`src/rtl/counter_job_scheduler.sv`:
```
// counter_job_scheduler
//   Shares one counter datapath between NUM_REQ requesters. A round-robin
//   arbiter picks an owner per job. Each job goes through four steps: clear
//   the datapath, enable it until done, report completion to the owner, and
//   wait for the owner's ack.
//   Outputs are a pure decode of registered state, owner index and err flag.
//   There is no combinational path from any input to any output.
//   Optional watchdog: define COUNTER_JOB_SCHED_WATCHDOG_EN. A job that stays
//   in COUNT for WDOG_CYCLES cycles is then aborted, and it completes with err=1.
module counter_job_scheduler #(
  parameter int NUM_REQ     = 4,
  parameter int WDOG_CYCLES = 64
) (
  input  logic               clk,
  input  logic               rst_n,
  input  logic [NUM_REQ-1:0] req,
  input  logic [NUM_REQ-1:0] ack,
  output logic [NUM_REQ-1:0] grant,
  output logic [NUM_REQ-1:0] finished,
  output logic               err,
  output logic               busy,
  output logic               dp_clear,
  output logic               dp_en,
  input  logic               dp_done
);

  localparam int IW = $clog2(NUM_REQ);

  typedef enum logic [1:0] {
    S_IDLE,
    S_CLEAR,
    S_COUNT,
    S_REPORT
  } state_t;

  state_t        state;
  logic [IW-1:0] owner;
  logic [IW-1:0] ptr;
  logic [IW-1:0] winner;
  logic [IW-1:0] owner_next;

`ifdef COUNTER_JOB_SCHED_WATCHDOG_EN
  localparam int WW = $clog2(WDOG_CYCLES + 1);
  logic          err_q;
  logic [WW-1:0] wdog_cnt;
`endif

  // Round-robin search: first set req bit at or above ptr, wrapping around.
  // NOTE: every always_comb output is given a default before any branch, so no latch is inferred.
  always_comb begin
    int  j;
    logic found;
    winner = ptr;
    found  = 1'b0;
    j      = 0;
    for (int i = 0; i < NUM_REQ; i++) begin
      j = int'(ptr) + i;
      if (j >= NUM_REQ) j = j - NUM_REQ;
      if (!found && req[j]) begin
        winner = IW'(j);
        found  = 1'b1;
      end
    end
  end

  // Pointer value that follows the current owner, with wrap.
  always_comb begin
    if (owner == IW'(NUM_REQ - 1)) owner_next = '0;
    else                           owner_next = owner + 1'b1;
  end

  // Job sequencer: IDLE -> CLEAR -> COUNT -> REPORT -> IDLE.
  // NOTE: state is updated with non-blocking assignments only. Every flop then samples pre-edge values.
  always_ff @(posedge clk or negedge rst_n) begin
    if (!rst_n) begin
      state    <= S_IDLE;
      owner    <= '0;
      ptr      <= '0;
`ifdef COUNTER_JOB_SCHED_WATCHDOG_EN
      err_q    <= 1'b0;
      wdog_cnt <= '0;
`endif
    end else begin
      case (state)
        S_IDLE: begin
          if (|req) begin
            owner <= winner;
            state <= S_CLEAR;
          end
        end
        S_CLEAR: begin
`ifdef COUNTER_JOB_SCHED_WATCHDOG_EN
          wdog_cnt <= '0;
`endif
          state <= S_COUNT;
        end
        S_COUNT: begin
          // dp_done wins over a watchdog limit reached in the same cycle.
          if (dp_done) begin
            state <= S_REPORT;
`ifdef COUNTER_JOB_SCHED_WATCHDOG_EN
          end else if (wdog_cnt == WW'(WDOG_CYCLES - 1)) begin
            state <= S_REPORT;
            err_q <= 1'b1;
          end else begin
            wdog_cnt <= wdog_cnt + 1'b1;
`endif
          end
        end
        S_REPORT: begin
          if (ack[owner]) begin
            state <= S_IDLE;
            ptr   <= owner_next;
`ifdef COUNTER_JOB_SCHED_WATCHDOG_EN
            err_q <= 1'b0;
`endif
          end
        end
        default: state <= S_IDLE;
      endcase
    end
  end

  // Moore output decode from the registered state and owner.
  always_comb begin
    grant    = '0;
    finished = '0;
    if (state != S_IDLE)   grant[owner]    = 1'b1;
    if (state == S_REPORT) finished[owner] = 1'b1;
  end

  assign busy     = (state != S_IDLE);
  assign dp_clear = (state == S_CLEAR);
  assign dp_en    = (state == S_COUNT);

`ifdef COUNTER_JOB_SCHED_WATCHDOG_EN
  assign err = err_q;
`else
  assign err = 1'b0;
`endif

endmodule
```
`config.mk`:
```
export PLATFORM = sky130hd
export DESIGN_NAME = counter_job_scheduler
export DESIGN_NICKNAME = d
export VERILOG_FILES = /design/src/rtl/counter_job_scheduler.sv
export SDC_FILE = /design/constraint.sdc
export NUM_CORES = 1
export LEC_CHECK = 0
export ABC_AREA = 0
export CORE_MARGIN = 10
export CORE_UTILIZATION = 37
export CTS_CLUSTER_SIZE = 20
export DETAILED_ROUTE_END_ITERATION = 16
export PLACE_DENSITY_LB_ADDON = 0.08
export SETUP_SLACK_MARGIN = 0.1
export SYNTH_ARGS = -nofsm -noshare
export SYNTH_HDL_FRONTEND = slang
export SYNTH_SLANG_ARGS = --single-unit
```
`constraint.sdc`:
```
create_clock -name clk -period 1.68 [get_ports clk]
set_clock_uncertainty 0.15 [all_clocks]
set_input_delay 0.336 -clock clk [delete_from_list [all_inputs] [get_ports clk]]
set_output_delay 0.336 -clock clk [all_outputs]
set_load 0.005 [all_outputs]
```
# After elaboration in Yosys (flattened, before gate mapping)

Cells that the tools add are included.

Bits in registers: 6
Latch bits: 0
Bits in writable memories: 0
Bits in read-only memories: 0
Input port bits: 11
Output and inout bits: 12
Word-level logic and storage cells: 75
Memories kept: 0

$add $sub $neg: 8
$mul: 0
Div/mod/pow operators: 0
Order comparisons: 10
Equality and inequality tests: 7
Shifts and indexed selects: 0
Muxes and demuxes: 34
Bitwise gates (word level): 0
Reductions and logical operators: 13

Operators with widths:

| cell                                                               | count |
|---|---|
| < comparator 32 x 4 -> 1 bit (second input constant)               | 4 |
| 2-to-1 mux 32 bit                                                  | 4 |
| 2-to-1 mux 2 bit                                                   | 8 |
| 2-to-1 mux 1 bit                                                   | 13 |
| subtractor 3 x 3 -> 4 bit (second input constant)                  | 3 |
| binary-select mux 1 bit (select 2 bit)                             | 5 |
| greater-or-equal comparator 3 bit (second input constant)          | 3 |
| 2-to-1 mux 4 bit                                                   | 2 |
| case mux 2 bit (4 select lines)                                    | 1 |
| adder 2 x 2 -> 3 bit (second input constant)                       | 2 |
| equality test 2 bit (second input constant)                        | 3 |
| logical AND 1 bit                                                  | 4 |
| inequality test 2 bit (second input constant)                      | 2 |
| AND reduction 2 bit                                                | 2 |
| OR reduction 4 bit                                                 | 1 |
| subtractor 2 x 3 -> 4 bit (second input constant)                  | 1 |
| adder 2 x 1 -> 3 bit (second input constant)                       | 1 |
| greater-or-equal comparator 2 x 3 -> 1 bit (second input constant) | 1 |
| logical NOT 1 bit                                                  | 3 |
| < comparator 2 x 3 -> 1 bit (second input constant)                | 1 |
| AND reduction 3 bit                                                | 1 |
| adder 2 x 1 -> 2 bit (second input constant)                       | 1 |
| demux 1 bit (select 2 bit)                                         | 1 |
| equality test 2 x 1 -> 1 bit (second input constant)               | 1 |
| 4 further kinds                                                    | 4 |

# Depth between registers and ports, before layout

Gate-level depths: netlist of the first run.

Depth in word-level cells: 15
Depth in mapped cells: 5
Depth with buffers taken out: 5

# Least setup slack after synthesis of the first run

Ideal clock, no wire load.

Kind: register to register
Start: register state[0]
End: register state[1]
Arrival: 1423 ps
Data required time: 1405 ps
Setup slack: -18 ps
Stages on the path, launching flop included: 6
Buffers on the path: 0
Clock period less this slack: 1698 ps
Path through: dfrtp_1 > ha_1 > or2b_1 > o22ai_2 > a221oi_2 > mux2_4

Cells in the longest elaborated chain, start to end: 3
Elaborated cells between the ends (all ways): 9

Ends and longest elaborated chain:

| item                                                                                     | line | text |
|---|---|---|
| from (decl)                                                                              | 36   | `state_t state;` |
| from (signal assigned)                                                                   | 76   | `state <= S_IDLE;` |
| from (signal assigned)                                                                   | 88   | `state <= S_CLEAR;` |
| from (signal assigned)                                                                   | 95   | `state <= S_COUNT;` |
| equality test 2 bit or logical NOT 2 bit (tied branches)                                 | 84   | `case (state)` |
| inequality test 2 bit (no source line) or inequality test 2 x 1 -> 1 bit (tied branches) | --   |  |
| AND reduction 3 bit (no source line)                                                     | --   |  |

Several ways; a longest one is shown, not always the timed one.
A chain may end at the register's enable or synchronous reset.

# Worst setup path after layout of the first run

Start: register state[1]
End: register state[1]

The elaborated chain is that of the path after synthesis.

==> results of run 1 <==
-- path summary, 6_finish.rpt --
| check | start | end | slack [ns] | cells after the start |
|---|---|---|---|---|
| setup / recovery | state[1] | state[1] | -0.14 | 6 |
| hold / removal | rst_n | state[1] | 0.19 | 1 |
| setup reg to reg | state[1] | state[1] | -0.14 | 6 |
| hold reg to reg | ptr[0] | ptr[0] | 0.41 | 1 |
| max in group asynchronous | rst_n | owner[1] | 0.94 | 1 |
| min in group clk | ptr[0] | ptr[0] | 0.41 | 1 |
-- area by class of cell --
type | instances | area share [%]
Multi-Input combinational cell | 49 | 45.2
Inverter | 8 | 2.74
Timing Repair Buffer | 51 | 35.7
Tap cell | 16 | 1.68
Clock buffer | 3 | 1.89
Sequential cell | 6 | 12.8
-- worst max-delay path: stages (launching register included) --
cell and delay (ns):
dfrtp_1 0.40, buf_6 0.14, ha_4 0.17, or2b_1 0.16, o22ai_2 0.08, a221oi_2 0.27
mux2_4 0.33
-- layer usage --
metal  vias up  global-route usage [%]  part of all wire, %
met5         -                       0                    0
met4         0                       0                    0
met3         0                    4.66                  6.9
met2        15                    20.1                   53
met1       296                    10.4                   40
li1        322                       -                    -
-- cells in the mapped netlist (all sizes together) --
cell	n
a21oi	4
a221oi	1
and2	4
buf	1
conb	1
dfrtp	6
ha	8
inv	8
mux2	5
nand2	4
nand2b	4
nor2	2
nor2b	6
nor4	1
o211ai	1
o21ai	3
o221ai	1
o22ai	1
o32a	1
o32ai	1
or2b	1
-- registers in the layout, summed over array words and instances (netlist names) --
signal  count
owner       2
state       2
ptr         2
-- through the flow --
stage	util, %	worst slack, ns	power [uW]	hold WS (ns)	area, sq um
final	78.9	-0.135	2040	0.188	1190
after global routing	78.9	-0.178	2200	0.205	1190
after CTS	74.4	-0.104	1890	0.189	1120
after detailed placement	63.1	-0.216	1400	0.403	951
after global placement	63.1	-0.188	1390	0.413	951
after floorplan	-	0.0428	828	-0.110	593
-- timing repair --
| item | in CTS | in global routing |
|---|---|---|
| endpoints found under the setup margin | 15 | 16 |
| resized for setup | 75 | 13 |
| pin swaps | 6 | 5 |
| buffers inserted | 11 | 3 |
-- logic make-up after synthesis --
family,Yosys count
buf+inv,9
compound gates,13
fa+ha+maj,8
other cells,1
flops,6
simple gates,22
mux,5
-- power breakdown --
group          total [uW]  internal [uW]  leakage, uW  switching, uW
Combinational        1580            968     0.000481            610
Sequential            327            226    0.0000698            101
Clock                 132           80.8    0.0000138           51.1
-- layout by cell type (no fill, tap or decap), drive strengths merged, types with 2 or more instances in the layout --
cell,count
clkdlybuf4s50,10
o21ai,3
clkbuf,3
nand2,4
a21oi,4
nor2,2
nor2b,6
dfrtp,6
buf,41
mux2,5
inv,8
and2,4
ha,8
nand2b,4
==> out/metrics.csv, run 1 <==
stage,metric,value,unit
timing,final worst path period share,108,%
detailed_routing,routed len/inst,14.2,um
die,Die Y,59.7,um
clock_tree,htree depth,1,
run_status,status,finished with violations,
setup_path,crit-path max FO,5,
synthesis,multiplexer share of the synthesized area,10.9,%
timing,Fin Setup TNS,-0.783,ns
clock_tree,clock transition at the registers of the reported paths,0.05,ns
detailed_routing,final WL,1890,um
synthesis,Synth top area share,25.8,%
power,leakage power,0.000564,uW
clock_tree,clk_lat worst skew,0.25,ns
setup_path,Crit Path Class,flip-flop to flip-flop,
power,Power Density,1710,mW/mm^2
synthesis,post-synthesis compound-gate area fraction,17.8,%
placed_design,GP Congestion,0.841,
global_routing,initial antenna violation count,0,
detailed_routing,initial DRC count,12,
synthesis,"Seq/Total Area, Yosys",25.8,%
clock_tree,"Hold-fix buffers, CTS",0,
detailed_routing,drt drc,0,
synthesis,top cell type by total area after synthesis,dfrtp_1,
synthesis,main combinational cell family by area after synthesis,simple AND/OR/NAND/NOR gates,
timing,fin worst setup slack,-0.135,ns
setup_path,Setup crit start kind,flip-flop,
die,FP Rows,14,
die,CORE AREA,0.00151,sq mm
clock_tree,maximum clock insertion buffer count,2,
global_routing,number of global-route vias before repair,703,
finish,area grow syn2layout,104,%
finish,fraction of layout instances using a drive strength above 1,64.1,%
timing,Slew Limit Fails,0,
setup_path,CP endpoint kind,flip-flop,
synthesis,xor and xnor area share after synthesis,0,%
die,I/O Pins,23,
synthesis,"top cells by area, synth","dfrtp_1 (26%), ha_1 (17%), nor2b_1 (6.4%)",
finish,final cell count without fillers,133,
clock_tree,CTS sink cnt,6,
finish,sequential cell area,153,sq um
placed_design,Port Buf Inserts,21,
setup_path,crit path DAT,1.80,ns
clock_tree,cts bufs inserted,3,
die,die width,59.7,um
synthesis,Post-Synth Adder-Cell Area,17.2,%
global_routing,first-pass GRT wire length,2970,um
die,die area,0.00356,sq mm
min_path,HP Class,input pin to async pin,
die,Starting Density,38.7,%
detailed_routing,Detail Route Antenna Nets,0,
global_routing,GRT Total Usage,10.4,%
run_status,failing checks,setup timing,
synthesis,Mapped Cells,64,
run,max-cap viol count,0,
synthesis,Synth Register Bits,6,
synthesis,syn_nets,83,
synthesis,Post-Synth Simple-Gate Area,21.2,%
placed_design,dpl hpwl,1270,um
setup_path,data required time of the worst path,1.66,ns
timing,fin crit period,1.82,ns
timing,RSZ-0062 raised after global routing,true,
synthesis,Synth cell types,23,
finish,final-layout fill cell count,100,
detailed_routing,Detailed Routing Iterations Pass 1,4,
finish,Antenna diodes,0,
clock_tree,CTS tree,built,
synthesis,synthesized cell area,583,sq um
finish,layout net count,138,
power,Peak supply drop,1.16,mV
synthesis,"Avg Cell Area, Syn",9.11,sq um
clock_tree,Root Buffer Master,clkbuf_4,
placed_design,Placed Cells,118,
finish,multi-input logic area,537,sq um
global_routing,largest net degree at the start of global routing,8,
timing,Final Hold Fails,0,
detailed_routing,via count,633,
detailed_routing,vias per cell,4.76,
timing,final setup violating endpoints,12,
timing,fmax,551,MHz
synthesis,YS warnings,0,
global_routing,grt ovf,0,
Note: power is estimated with default switching activity, not from simulation.
==> run 2, diff against run 1 <==
--- a/config.mk
+++ b/config.mk
@@ -10,6 +10,7 @@
 export CORE_UTILIZATION = 37
 export CTS_CLUSTER_SIZE = 20
 export DETAILED_ROUTE_END_ITERATION = 16
+export MAX_ROUTING_LAYER = met4
 export PLACE_DENSITY_LB_ADDON = 0.08
 export SETUP_SLACK_MARGIN = 0.1
 export SYNTH_ARGS = -nofsm -noshare
==> out/metrics.csv, run 2 (same netlist as run 1, synthesis figures left out) <==
stage,metric,value,unit
setup_path,data required time of the worst path,1.66,ns
die,die width,59.7,um
detailed_routing,drt drc,0,
setup_path,CP Depth,6,
run_status,failing checks,setup timing,
clock_tree,maximum clock insertion buffer count,2,
timing,final setup violating endpoints,12,
die,FP Rows,14,
global_routing,largest net degree at the start of global routing,8,
timing,Slew Limit Fails,0,
placed_design,dpl hpwl,1270,um
timing,RSZ-0062 raised after global routing,true,
setup_path,Setup crit start kind,flip-flop,
finish,final cell count without fillers,133,
setup_path,Worst path max stage delay,0.40,ns
setup_path,"Slowest-stage cell, CP",dfrtp_1,
clock_tree,clock transition at the registers of the reported paths,0.05,ns
setup_path,cell family with most CP delay,flip-flops,
setup_path,Crit Path Class,flip-flop to flip-flop,
timing,fin crit period,1.82,ns
finish,most frequent cells in the layout,"buf_4 (25), clkdlybuf4s50_1 (10), buf_6 (9)",
detailed_routing,Detail Route Antenna Nets,0,
global_routing,number of global-route vias before repair,703,
detailed_routing,initial DRC count,12,
finish,layout net count,138,
run_status,status,finished with violations,
die,die area,0.00356,sq mm
power,leakage power,0.000564,uW
timing,final worst path period share,108,%
run,max-cap viol count,0,
setup_path,crit path buf inv count,1,
finish,fin util,78.9,%
detailed_routing,routed len/inst,14.2,um
finish,Top Registers,"owner x2, ptr x2, state x2",
finish,area grow syn2layout,104,%
clock_tree,"Hold-fix buffers, CTS",0,
clock_tree,clk_lat worst skew,0.25,ns
timing,fin worst setup slack,-0.135,ns
detailed_routing,final WL,1890,um
setup_path,crit-path max FO,5,
placed_design,GP Congestion,0.854,
timing,Fin Setup TNS,-0.783,ns
die,I/O Pins,23,
detailed_routing,Detailed Routing Iterations Pass 1,4,
clock_tree,htree depth,1,
timing,Final Hold Fails,0,
finish,"commonest non-fill, non-tap cell in the layout",buf_4,
clock_tree,Root Buffer Master,clkbuf_4,
global_routing,first-pass GRT wire length,2970,um
power,Power Density,1710,mW/mm^2
power,Peak supply drop,1.16,mV
placed_design,Port Buf Inserts,21,
setup_path,crit path cell chain,"buf_6, ha_4, or2b_1, o22ai_2, a221oi_2, mux2_4",
die,CORE AREA,0.00151,sq mm
placed_design,Placed Cells,118,
detailed_routing,via count,633,
global_routing,initial antenna violation count,0,
die,Die Y,59.7,um
detailed_routing,vias per cell,4.76,
setup_path,Register-to-Register Path Depth,6,
setup_path,CP endpoint kind,flip-flop,
setup_path,crit path DAT,1.80,ns
global_routing,grt ovf,0,
clock_tree,CTS tree,built,
die,Starting Density,38.7,%
timing,fmax,551,MHz
power,total power,2040,uW
clock_tree,CTS sink cnt,6,
finish,Antenna diodes,0,
global_routing,GRT Total Usage,10.7,%
min_path,HP Class,input pin to async pin,
clock_tree,cts bufs inserted,3,
finish,fraction of layout instances using a drive strength above 1,64.1,%
-- run 2: cell counts in the layout (fill, tap and decap cells not counted) --
Identical to the previous run, type by type.
-- run 2: per-stage QoR --
step                      area (sq um)  setup WS, ns  hold WS, ns
final                             1190        -0.135        0.188
after detailed placement           951        -0.216        0.403
after CTS                         1120        -0.104        0.189
after floorplan                    593        0.0428       -0.110
after global placement             951        -0.188        0.413
after global routing              1190        -0.178        0.205
-- run 2: worst reg2reg max path, cell delays in order, from the launching register on --
cell	delay [ns]
dfrtp_1	0.40
buf_6	0.14
ha_4	0.17
or2b_1	0.16
o22ai_2	0.08
a221oi_2	0.27
mux2_4	0.33
-- run 2: report_power, final --
part           switching (uW)  internal (uW)
clock network            51.1           80.8
logic                     610            968
registers                 101            226
total                     762           1270
-- run 2: timing repair --
action / CTS / global route
endpoints found under the setup margin: 15 / 16
gates resized for setup: 75 / 13
buffers inserted: 11 / 3
pin swaps: 6 / 5
-- run 2: layout make-up --
| cell class | instances | area, sq um |
|---|---|---|
| Multi-Input combinational cell | 49 | 537 |
| Timing Repair Buffer | 51 | 424 |
| Fill cell | 100 | 318 |
| Sequential cell | 6 | 153 |
| Inverter | 8 | 32.5 |
| Clock buffer | 3 | 22.5 |
| Tap cell | 16 | 20.0 |
-- run 2: final timing paths --
kind                       startpoint  endpoint  slack [ns]
setup reg to reg             state[1]  state[1]       -0.14
min in group clk               ptr[0]    ptr[0]        0.41
setup / recovery             state[1]  state[1]       -0.14
max in group asynchronous       rst_n  owner[1]        0.94
hold / removal                  rst_n  state[1]        0.19
hold reg to reg                ptr[0]    ptr[0]        0.41
-- run 2: layer usage --
layer / wire length (um) / share of wire, % / global-route usage (%)
met5: 0 / 0 / -
met2: 1000 / 53 / 20.1
met1: 764 / 41 / 10.5
met4: 0 / 0 / 0
met3: 120 / 6.4 / 4.45
==> run 3, diff against run 2 <==
--- a/config.mk
+++ b/config.mk
@@ -7,11 +7,13 @@
 export LEC_CHECK = 0
 export ABC_AREA = 0
 export CORE_MARGIN = 10
-export CORE_UTILIZATION = 37
+export CORE_UTILIZATION = 40
+export CTS_BUF_LIST = sky130_fd_sc_hd__clkbuf_8
 export CTS_CLUSTER_SIZE = 20
 export DETAILED_ROUTE_END_ITERATION = 16
 export MAX_ROUTING_LAYER = met4
 export PLACE_DENSITY_LB_ADDON = 0.08
+export REMOVE_ABC_BUFFERS = 1
 export SETUP_SLACK_MARGIN = 0.1
 export SYNTH_ARGS = -nofsm -noshare
 export SYNTH_HDL_FRONTEND = slang
==> out/metrics.csv, run 3 <==
stage,metric,value,unit
run_status,status,did not finish,
run_status,Stop stage,global routing (5_1_grt),
run_status,tool error,[ERROR DPL-0033] detailed placement checks failed during check placement.,
global_routing,largest net degree at the start of global routing,8,
clock_tree,maximum clock insertion buffer count,2,
synthesis,"top cells by area, synth","dfrtp_1 (26%), ha_1 (17%), nor2b_1 (6.4%)",
timing,worst_ep grt,state[1]$_DFFE_PN0P_/D,
synthesis,Mapped Cells,64,
synthesis,ys async rst share,100,%
synthesis,Post-synth EDFFs,0,
placed_design,Setup WS pre-CTS,-0.252,ns
placed_design,dpl hpwl,1280,um
global_routing,initial antenna violation count,0,
synthesis,"Top FF cell, synth",dfrtp_1,
die,Die Y,58.2,um
synthesis,top cell type by total area after synthesis,dfrtp_1,
clock_tree,htree depth,1,
synthesis,"Avg Cell Area, Syn",9.11,sq um
timing,kind of the worst endpoint,register data pin,
synthesis,"Seq/Total Area, Yosys",25.8,%
synthesis,commonest cells in the netlist,"ha_1 (8), inv_1 (8), dfrtp_1 (6), nor2b_1 (6)",
clock_tree,cts bufs inserted,3,
synthesis,Synth cell types,23,
synthesis,Synth Register Bits,6,
synthesis,synthesized cell area,583,sq um
synthesis,Synth top area share,25.8,%
clock_tree,CTS sink cnt,6,
die,FP Rows,13,
die,I/O Pins,23,
placed_design,Port Buf Inserts,21,
clock_tree,"Hold-fix buffers, CTS",0,
synthesis,YS warnings,0,
die,Starting Density,43.7,%
clock_tree,Root Buffer Master,clkbuf_8,
die,die width,58.2,um
placed_design,GP Congestion,0.735,
-- run 3: cell counts after synthesis --
Identical to the previous run, type by type.
-- run 3: cell families after synthesis --
family | Yosys count | synth area share (%)
other cells | 1 | 0.643
fa+ha+maj | 8 | 17.2
compound gates | 13 | 17.8
buf+inv | 9 | 6.44
simple gates | 22 | 21.2
mux | 5 | 10.9
flops | 6 | 25.8
-- run 3: metrics by stage --
stage | std cells | util (%) | setup TNS (ns) | cell area [sq um]
4_1_cts | 135 | 93.2 | -0.313 | 1240
3_5_place_dp | 115 | 69.3 | -2.44 | 925
3_3_place_gp | 115 | 69.3 | -2.13 | 925
2_1_floorplan | 63 | - | -0.0179 | 576
-- run 3: timing repair --
item | CTS
pin swaps | 8
endpoints found under the setup margin | 15
setup buffers | 19
resized for setup | 83
==> run 4, diff against run 3 <==
==> config.mk (replaced) <==
export PLATFORM = sky130hd
export DESIGN_NAME = counter_job_scheduler
export DESIGN_NICKNAME = d
export VERILOG_FILES = /design/src/rtl/counter_job_scheduler.sv
export SDC_FILE = /design/constraint.sdc
export NUM_CORES = 1
export LEC_CHECK = 0
export ABC_AREA = 0
export CORE_AREA = 10 10 71 73
export DETAILED_ROUTE_END_ITERATION = 16
export DIE_AREA = 0 0 81 83
export PLACE_DENSITY_LB_ADDON = 0.15
export REMOVE_ABC_BUFFERS = 1
export SYNTH_ARGS = -nofsm -noshare
export SYNTH_HDL_FRONTEND = slang
export SYNTH_SLANG_ARGS = --single-unit
==> constraint.sdc (replaced) <==
create_clock -name clk -period 2.2 [get_ports clk]
set_clock_uncertainty 0.15 [all_clocks]
set_input_delay 0.44 -clock clk [delete_from_list [all_inputs] [get_ports clk]]
set_output_delay 0.44 -clock clk [all_outputs]
set_load 0.005 [all_outputs]
==> out/metrics.csv, run 4 (same netlist as run 1, synthesis figures left out) <==
stage,metric,value,unit
finish,fin util,25.9,%
power,internal power,693,uW
power,switching share of power,36.4,%
clock_tree,Root Buffer Master,clkbuf_8,
finish,"commonest non-fill, non-tap cell in the layout",clkdlybuf4s50_1,
setup_path,Crit Path Class,flip-flop to output port,
finish,fraction of layout instances using a drive strength above 1,21.1,%
die,CORE AREA,0.00363,sq mm
timing,fmax,473,MHz
setup_path,CP endpoint kind,output port,
power,switching pwr,397,uW
finish,Antenna diodes,0,
clock_tree,clk_lat worst skew,0.22,ns
setup_path,"Slowest-stage cell, CP",clkdlybuf4s50_1,
clock_tree,CTS tree,built,
finish,most frequent cells in the layout,"clkdlybuf4s50_1 (16), inv_1 (7), nor2b_1 (6), ha_1 (6), dlymetal6s2s_1 (5)",
finish,final-layout fill cell count,409,
setup_path,Worst path max stage delay,0.50,ns
finish,Top Registers,"owner x2, ptr x2, state x2",
clock_tree,CTS sink cnt,6,
setup_path,crit path cell chain,"inv_4, ha_1, and2_1, clkdlybuf4s50_1",
detailed_routing,routed len/inst,11.2,um
detailed_routing,wl on met1,769,um
die,Starting Density,16.0,%
timing,RSZ-0062 raised after global routing,false,
setup_path,Setup crit start kind,flip-flop,
run_status,status,"complete, no violations",
global_routing,grt ovf,0,
finish,multi-input logic area,410,sq um
global_routing,largest net degree at the start of global routing,9,
detailed_routing,final WL,1550,um
finish,area grow syn2layout,61.6,%
power,power share of the combinational group,62.4,%
die,die width,81,um
timing,Slew Limit Fails,0,
global_routing,GRT Total Usage,4.53,%
global_routing,initial antenna violation count,0,
clock_tree,clock transition at the registers of the reported paths,0.03,ns
power,clock power share,14.5,%
die,I/O Pins,23,
clock_tree,maximum clock insertion buffer count,2,
setup_path,crit path DAT,1.52,ns
detailed_routing,initial DRC count,19,
placed_design,GP Congestion,0.813,
die,Die Y,83,um
placed_design,Port Buf Inserts,21,
die,FP Rows,22,
detailed_routing,Detailed Routing Iterations Pass 1,2,
detailed_routing,met2 wire length,626,um
finish,sequential cell area,153,sq um
timing,final setup violating endpoints,0,
timing,fin crit period,2.11,ns
finish,layout net count,111,
power,Peak supply drop,0.351,mV
global_routing,number of global-route vias before repair,490,
detailed_routing,vias per cell,3.73,
timing,Fin Setup TNS,0,ns
min_path,HP Class,input pin to async pin,
clock_tree,htree depth,1,
timing,Final Hold Fails,0,
detailed_routing,Detail Route Antenna Nets,0,
clock_tree,cts bufs inserted,3,
power,total power,1090,uW
placed_design,dpl hpwl,1350,um
power,leakage power,0.000465,uW
power,sequential power share,23.1,%
detailed_routing,met3 wire len,152,um
setup_path,Register-to-Register Path Depth,5,
power,Power Density,1160,mW/mm^2
detailed_routing,top sig layer,met3,
setup_path,FF-to-FF setup slack,0.43,ns
setup_path,data required time of the worst path,1.61,ns
run,max-cap viol count,0,
setup_path,r2r endpoint,state[1],
detailed_routing,via count,515,
die,die area,0.00672,sq mm
timing,final worst path period share,96.0,%
setup_path,R2R Path Start,state[0],
detailed_routing,drt drc,0,
global_routing,first-pass GRT wire length,2440,um
setup_path,crit-path max FO,7,
[run 4: final cells by class]
class	instances	area share, %
clock buffers	3	4.38
inverters	8	3.45
repair buffers	24	26.0
flip-flops and latches	6	16.2
well taps	48	6.37
multi-input cells	49	43.6
[run 4: power by group through the flow]
stage                     Combinational (uW)  Clock, uW  Sequential (uW)
after global routing                     771        173              264
after CTS                                661        165              255
after detailed placement                 648          0              251
after global placement                   644          0              249
after floorplan                          386          0              228
final                                    680        159              252
[run 4: worst max path at each step]
stage	depth (start not counted)	end	slack, ns	start
floorplan	5	state[1]	0.50	state[0]
CTS	4	grant[0]	0.008	state[0]
detailed placement	4	state[1]	0.08	req[0]
global route	4	finished[2]	0.001	owner[0]
global placement	4	state[1]	0.15	req[0]
finish	4	finished[2]	0.09	owner[0]
[run 4: critical path: cells and delay by family, from the launching register on]
family	cells	cell delay, ns
AND/OR/NAND/NOR	1	0.12
flip-flops	1	0.45
buffers and inverters	2	0.59
adder cells (fa/ha/maj)	1	0.15
[run 4: metrics by stage]
stage / hold slack (ns) / cells / setup slack, ns / instance area [sq um]
6_report: 0.318 / 138 / 0.0876 / 942
2_1_floorplan: -0.00559 / 63 / 0.502 / 576
5_1_grt: 0.348 / 138 / 0.00109 / 942
3_5_place_dp: 0.417 / 133 / 0.0753 / 853
3_3_place_gp: 0.409 / 133 / 0.146 / 853
4_1_cts: 0.331 / 136 / 0.00814 / 901
[run 4: what timing repair did]
action / 4_1_cts / 5_1_grt
hold buffers: 0 / 0
endpoints found under the setup margin: 8 / 7
pin swaps: 0 / 0
setup buffers: 0 / 2
gates resized for setup: 4 / 8
[run 4: per-layer routing]
layer | track usage [%] | vias up
met3 | 2.26 | 0
met4 | 1.88 | 0
met1 | 5.72 | 227
li1 | - | 269
met5 | 0 | -
met2 | 6.27 | 19
